## src/rtl/spi_ram_slave_p.sv

```systemverilog
// SPI-style RAM slave: 2-bit command followed by a DATA_W payload (writes) or a DATA_W readout (reads).
// Write and read pointers auto-increment independently; memory contents survive reset.
module spi_ram_slave_p #(
  parameter int DATA_W = 8,
  parameter int ADDR_W = 8
) (
  input  logic clk,
  input  logic rst,
  input  logic SS_n,
  input  logic MOSI,
  output logic MISO,
  output logic busy,
  output logic abort
);

  localparam int DEPTH = 2 ** ADDR_W;
  localparam int CNT_W = $clog2(DATA_W + 1);
  localparam logic [CNT_W-1:0] LAST = CNT_W'(DATA_W - 1);
  localparam logic [CNT_W-1:0] CMD_LAST = CNT_W'(1);

  typedef enum logic [2:0] {IDLE, CMD, RX, TX_WAIT, TX, DONE} state_t;

  state_t state, state_nx;
  logic [CNT_W-1:0] cnt, cnt_nx;
  logic [1:0] cmd, cmd_nx;
  logic [DATA_W-1:0] payload, payload_nx, tx_shift, tx_shift_nx, rx_word;
  logic [ADDR_W-1:0] wr_addr, wr_addr_nx, rd_addr, rd_addr_nx;
  logic miso_nx, abort_nx, mem_we;
  logic [DATA_W-1:0] mem [DEPTH];

  // Payload including the bit being sampled on this edge, so the command can execute on the last edge.
  assign rx_word = (payload << 1) | DATA_W'(MOSI);

  always_comb begin
    state_nx    = state;
    cnt_nx      = cnt;
    cmd_nx      = cmd;
    payload_nx  = payload;
    tx_shift_nx = tx_shift;
    wr_addr_nx  = wr_addr;
    rd_addr_nx  = rd_addr;
    miso_nx     = 1'b0;
    abort_nx    = 1'b0;
    mem_we      = 1'b0;
    if ((state inside {CMD, RX, TX_WAIT, TX}) && SS_n) begin
      state_nx = IDLE;
      abort_nx = 1'b1;
    end else begin
      case (state)
        IDLE: begin
          if (!SS_n) begin
            state_nx = CMD;
            cnt_nx   = '0;
          end
        end
        CMD: begin
          cmd_nx = {cmd[0], MOSI};
          if (cnt == CMD_LAST) begin
            cnt_nx   = '0;
            state_nx = ({cmd[0], MOSI} == 2'b11) ? TX_WAIT : RX;
          end else begin
            cnt_nx = cnt + 1'b1;
          end
        end
        RX: begin
          payload_nx = rx_word;
          if (cnt == LAST) begin
            state_nx = DONE;
            case (cmd)
              2'b00: wr_addr_nx = rx_word[ADDR_W-1:0];
              2'b10: rd_addr_nx = rx_word[ADDR_W-1:0];
              2'b01: begin
                mem_we     = 1'b1;
                wr_addr_nx = wr_addr + 1'b1;
              end
              default: ;
            endcase
          end else begin
            cnt_nx = cnt + 1'b1;
          end
        end
        TX_WAIT: begin
          tx_shift_nx = mem[rd_addr];
          miso_nx     = mem[rd_addr][DATA_W-1];
          cnt_nx      = '0;
          state_nx    = TX;
        end
        TX: begin
          // The final edge only retires the frame; the LSB has already been held for a cycle.
          if (cnt == LAST) begin
            state_nx   = DONE;
            rd_addr_nx = rd_addr + 1'b1;
          end else begin
            miso_nx     = tx_shift[DATA_W-2];
            tx_shift_nx = tx_shift << 1;
            cnt_nx      = cnt + 1'b1;
          end
        end
        DONE: begin
          if (SS_n) state_nx = IDLE;
        end
        default: state_nx = IDLE;
      endcase
    end
  end

  always_ff @(posedge clk or posedge rst) begin
    if (rst) begin
      state    <= IDLE;
      cnt      <= '0;
      cmd      <= '0;
      payload  <= '0;
      tx_shift <= '0;
      wr_addr  <= '0;
      rd_addr  <= '0;
      MISO     <= 1'b0;
      busy     <= 1'b0;
      abort    <= 1'b0;
    end else begin
      state    <= state_nx;
      cnt      <= cnt_nx;
      cmd      <= cmd_nx;
      payload  <= payload_nx;
      tx_shift <= tx_shift_nx;
      wr_addr  <= wr_addr_nx;
      rd_addr  <= rd_addr_nx;
      MISO     <= miso_nx;
      busy     <= (state_nx != IDLE);
      abort    <= abort_nx;
    end
  end

  // Storage is deliberately left out of the reset domain.
  always_ff @(posedge clk) begin
    if (mem_we) mem[wr_addr] <= rx_word;
  end

endmodule
```

## config.mk

```make
export PLATFORM = sky130hd
export DESIGN_NAME = spi_ram_slave_p
export DESIGN_NICKNAME = d
export VERILOG_FILES = /design/src/rtl/spi_ram_slave_p.sv
export SDC_FILE = /design/constraint.sdc
export NUM_CORES = 2
export LEC_CHECK = 0
export CORE_UTILIZATION = 27
export CTS_BUF_LIST = sky130_fd_sc_hd__clkbuf_8 sky130_fd_sc_hd__clkbuf_16
export DETAILED_ROUTE_END_ITERATION = 6
export GPL_TIMING_DRIVEN = 0
export PLACE_DENSITY = 0.44
export SYNTH_ARGS = -nofsm -noshare
export SYNTH_HDL_FRONTEND = slang
export SYNTH_SLANG_ARGS = --single-unit
```

## constraint.sdc

```tcl
create_clock -name clk -period 12.51 [get_ports clk]
set_input_delay 3.1275 -clock clk [delete_from_list [all_inputs] [get_ports clk]]
set_output_delay 3.1275 -clock clk [all_outputs]
set_load 0.005 [all_outputs]
```

==> summary.md <==
| Metric | Value |
|---|---|
| I/O pin total | 7 |
| Synth Register Bits | 2090 |
| Fmax | 140 MHz |
| Synth top area share | between 70% and 80% |
| Hold Crit Start | tx_shift[2] |
| Final core occ | about a third |
| # DRC | 1 |
| Final hold vios | 0 |
| Distinct cells, synth | 73 |
| HPWL Detailed | ~230000 um |
| Largest net degree at the start of global routing | approximately 130 |
| Actual slew at the worst max-slew pin | between 1.5 and 2 ns |
| Post-synth EDFFs | about 2000 |
| Layout cells sized above 1 | 25.5% |
| Ys flop type | edfxtp_1 |
| Hold endpoint | tx_shift[2] |
| Avg WL per Cell | roughly 42 um |
| Register area share after synthesis | between 70 and 80% |
| Initial Util | a little over a quarter |
| Worst-case clock buffer depth | 3 |
| Post-synth ARST share | between 2 and 2.5% |
| Syn. warnings | 0 |
| Number of global-route vias before repair | 43200 |
| Pwr Density | around 170 nW/um^2 |
| Clock Sinks | 2090 |
| Die X | approximately 550 um |
| Period utilisation layout | 57.0% |
| Via count | 45700 |
| First-pass GRT wire length | 449000 um |
| Antenna Nets Post-Route | 0 |
| Flop2flop setup slack | ~6.2 ns |
| Max-slew violation count | around 50 |
| Reg2Reg Launch Point | rd_addr[2] |
| Failing checks | DRC, capacitance limit, slew limit |
| Leak | approximately 29 nW |
| RSZ-0062 raised after global routing | no |
| Worst hold path class | reg -> reg |
| Post-route minimum period | around 7.1 ns |
| CTS tree | done |
| Max FO, Critical Path | 10 |
| Vias per Instance | roughly 5.5 |
| Die Ht | ~550 um |
| Final Setup Violations | 0 |
| GRT Overall Usage | 22.5% |
| VDD IR-drop max | 123 uV |
| Worst Setup End Kind | flip-flop |
| P&R area growth vs syn | 16.7% |
| Reg2reg path depth | 11 |
| Port bufs | 6 |
| Mapped Nets | roughly 3900 |
| Final GP Congestion | roughly 0.95 |
| Hold_buf cts | 0 |
| Hold Crit Depth | 2 |
| Total congestion overflow | 0 |
| Worst Path Class, Setup | in -> reg |
| Netlist Area Pre-Place | about 82000 um^2 |
| Initial antenna violation count | 35 |
| Cell taking the most area after synthesis | edfxtp_1 |
| Critical path arrival | ~7.6 ns |
| Status | complete, but fails checks |
| Setup repair bufs after CTS | 0 |
| Avg Cell Area, Syn | about 21 um^2 |
| Filler instances | 28800 |
| Syn Inst Count | 3884 |
| Routed WL | 350000 um |
| Cell row count | 201 |
| Worst r2r dst | tx_shift[1] |
| Setup TNS | 0 ns |
| Nets | approximately 4200 |
| Crit path required time | approximately 13 ns |
| Clock Latency Late Sink | about 0.9 ns |
| Root buf cell | clkbuf_16 |
| First-pass DRT Iterations | 7 |
| Dominant cells by area after synthesis | edfxtp_1 (75%), mux4_2 (14%), mux2i_1 (1.4%), nor2_1 (1.4%), dfrtp_1 (1.3%) |
| Slew HR | -7.73% |
| CP Launch Type | input port |
| Iter 0 DRT Violations | around 7700 |
| CTS Buf Count | between 200 and 250 |
| Maximum capacitance violations | 6 |
| CTS clk-pin slew, worst paths | approximately 0.06 ns |
| Area of the die | between 300000 and 400000 um^2 |
| Core area | between 300000 and 400000 um^2 |
| Clk_skew | approximately 0.055 ns |
| # H-tree levels | 4 |
| Cts repair resizes | 0 |
## per-stage QoR
stage	hold WS [ns]	area, um^2	total power [mW]	instances	setup WS [ns]
2_1_floorplan	0.449	81700	8.80	3884	7.14
3_3_place_gp	0.481	86700	9.48	7848	0.166
3_5_place_dp	0.481	88100	9.37	7904	4.62
4_1_cts	0.499	95300	15.9	8314	5.52
5_1_grt	0.538	95300	16.2	8315	5.38
6_report	0.513	95400	15.9	8320	5.38
## how the worst max path moves through the flow
stage,from,to,slack [ns],cells past startpoint
finish,SS_n,mem[38][1],5.38,7
CTS,SS_n,mem[38][7],5.52,7
floorplan,SS_n,mem[160][0],7.14,6
detailed placement,SS_n,mem[38][1],4.62,7
global placement,MOSI,mem[50][0],0.17,1
global route,SS_n,mem[38][1],5.38,7
## cell type report
type | count | area, um^2 | area share (%)
plain buffers | 228 | 1380 | 1.45
well taps | 3958 | 4950 | 5.19
multi-input cells | 1549 | 17800 | 18.7
inverters | 17 | 63.8 | 0.0669
repair buffers | 62 | 1330 | 1.40
diodes | 6 | 15.0 | 0.0157
clock buffers | 226 | 5660 | 5.93
clock inverters | 184 | 1560 | 1.64
flip-flops and latches | 2090 | 62600 | 65.6
## registers in the layout, summed over array words and instances, names as in the netlist
| register | cells |
|---|---|
| abort | 1 |
| payload | 7 |
| state | 3 |
| busy | 1 |
| cmd | 2 |
| mem | 2048 |
| MISO | 1 |
| tx_shift | 7 |
| cnt | 4 |
| wr_addr | 8 |
| rd_addr | 8 |
## layout by cell type (no fill, tap or decap), types with 13 or more instances in the layout
cell type / synthesis / routed
mux4_2: 519 / 519
buf_4: 34 / 38
clkinv_2: 0 / 46
nor2_1: 299 / 295
nor2b_1: 15 / 13
nand4_1: 13 / 13
buf_16: 0 / 31
o22ai_1: 25 / 25
nand2_1: 136 / 136
mux2i_1: 115 / 115
buf_6: 19 / 21
edfxtp_1: 2048 / 2048
o21ai_0: 42 / 42
inv_1: 16 / 49
mux2_2: 16 / 16
dfrtp_1: 42 / 35
a221oi_1: 14 / 14
clkbuf_1: 90 / 51
buf_2: 56 / 72
nand3_1: 36 / 36
a31oi_1: 21 / 21
a22oi_1: 67 / 67
clkinv_1: 1 / 59
a21oi_1: 66 / 66
a211oi_1: 14 / 13
clkbuf_16: 0 / 226
bufinv_16: 0 / 22
o221ai_1: 14 / 14
clkbuf_2: 0 / 39
buf_12: 5 / 20
## power breakdown
group	total (mW)	internal [mW]	leakage (nW)	switching, mW
Combinational	1.12	0.285	6.59	0.831
Clock	6.67	3.73	3.67	2.94
Sequential	8.13	8.04	18.6	0.0852
Total	15.9	12.1	28.9	3.86
## cells in the mapped netlist (7+ instances only)
cell type	instances
ha_1	7
mux2_2	16
o21ai_1	8
o22ai_1	25
nand4_1	13
nor2_1	299
buf_6	19
nand2_1	136
nor3_1	11
mux2i_1	115
dfrtp_1	42
a31oi_1	21
or3_1	7
nor2b_1	15
inv_1	16
nand3_1	36
edfxtp_1	2048
buf_4	34
a21oi_1	66
clkbuf_1	90
and2_1	8
nand2b_1	7
buf_1	21
buf_2	56
a22oi_1	67
o221ai_1	14
a22o_1	8
o21ai_0	42
o211ai_1	8
mux4_2	519
a221oi_1	14
a211oi_1	14
## critical path, stage by stage
cell	delay, ns
clkdlybuf4s50_1	0.44
nor4_2	0.76
nand3_1	0.43
nor3_1	1.15
nand2_1	0.45
clkbuf_1	0.30
nor2_1	0.91
## layer usage
metal / track usage, % / vias to the layer above / wire length [um]
met4: 10.2 / 12 / 17900
li1: - / 16800 / -
met2: 33.5 / 2977 / 154000
met3: 5.56 / 617 / 35700
met5: 0.297 / - / 192
met1: 30.9 / 25300 / 142000
## logic make-up (layout without fill, tap and decap cells)
group                      count (synthesis)  in the layout  synth area share (%)
AOI/OAI and AO/OA                        328            328                  2.71
adders and majority gates                  7              7                 0.107
buffers and inverters                    245            717                  1.68
DFF                                     2090           2090                  76.6
muxes                                    651            651                  16.0
other                                      0              6                     0
and+or+nand+nor                          563            563                  2.97
Power figures use the tool's default switching activity.
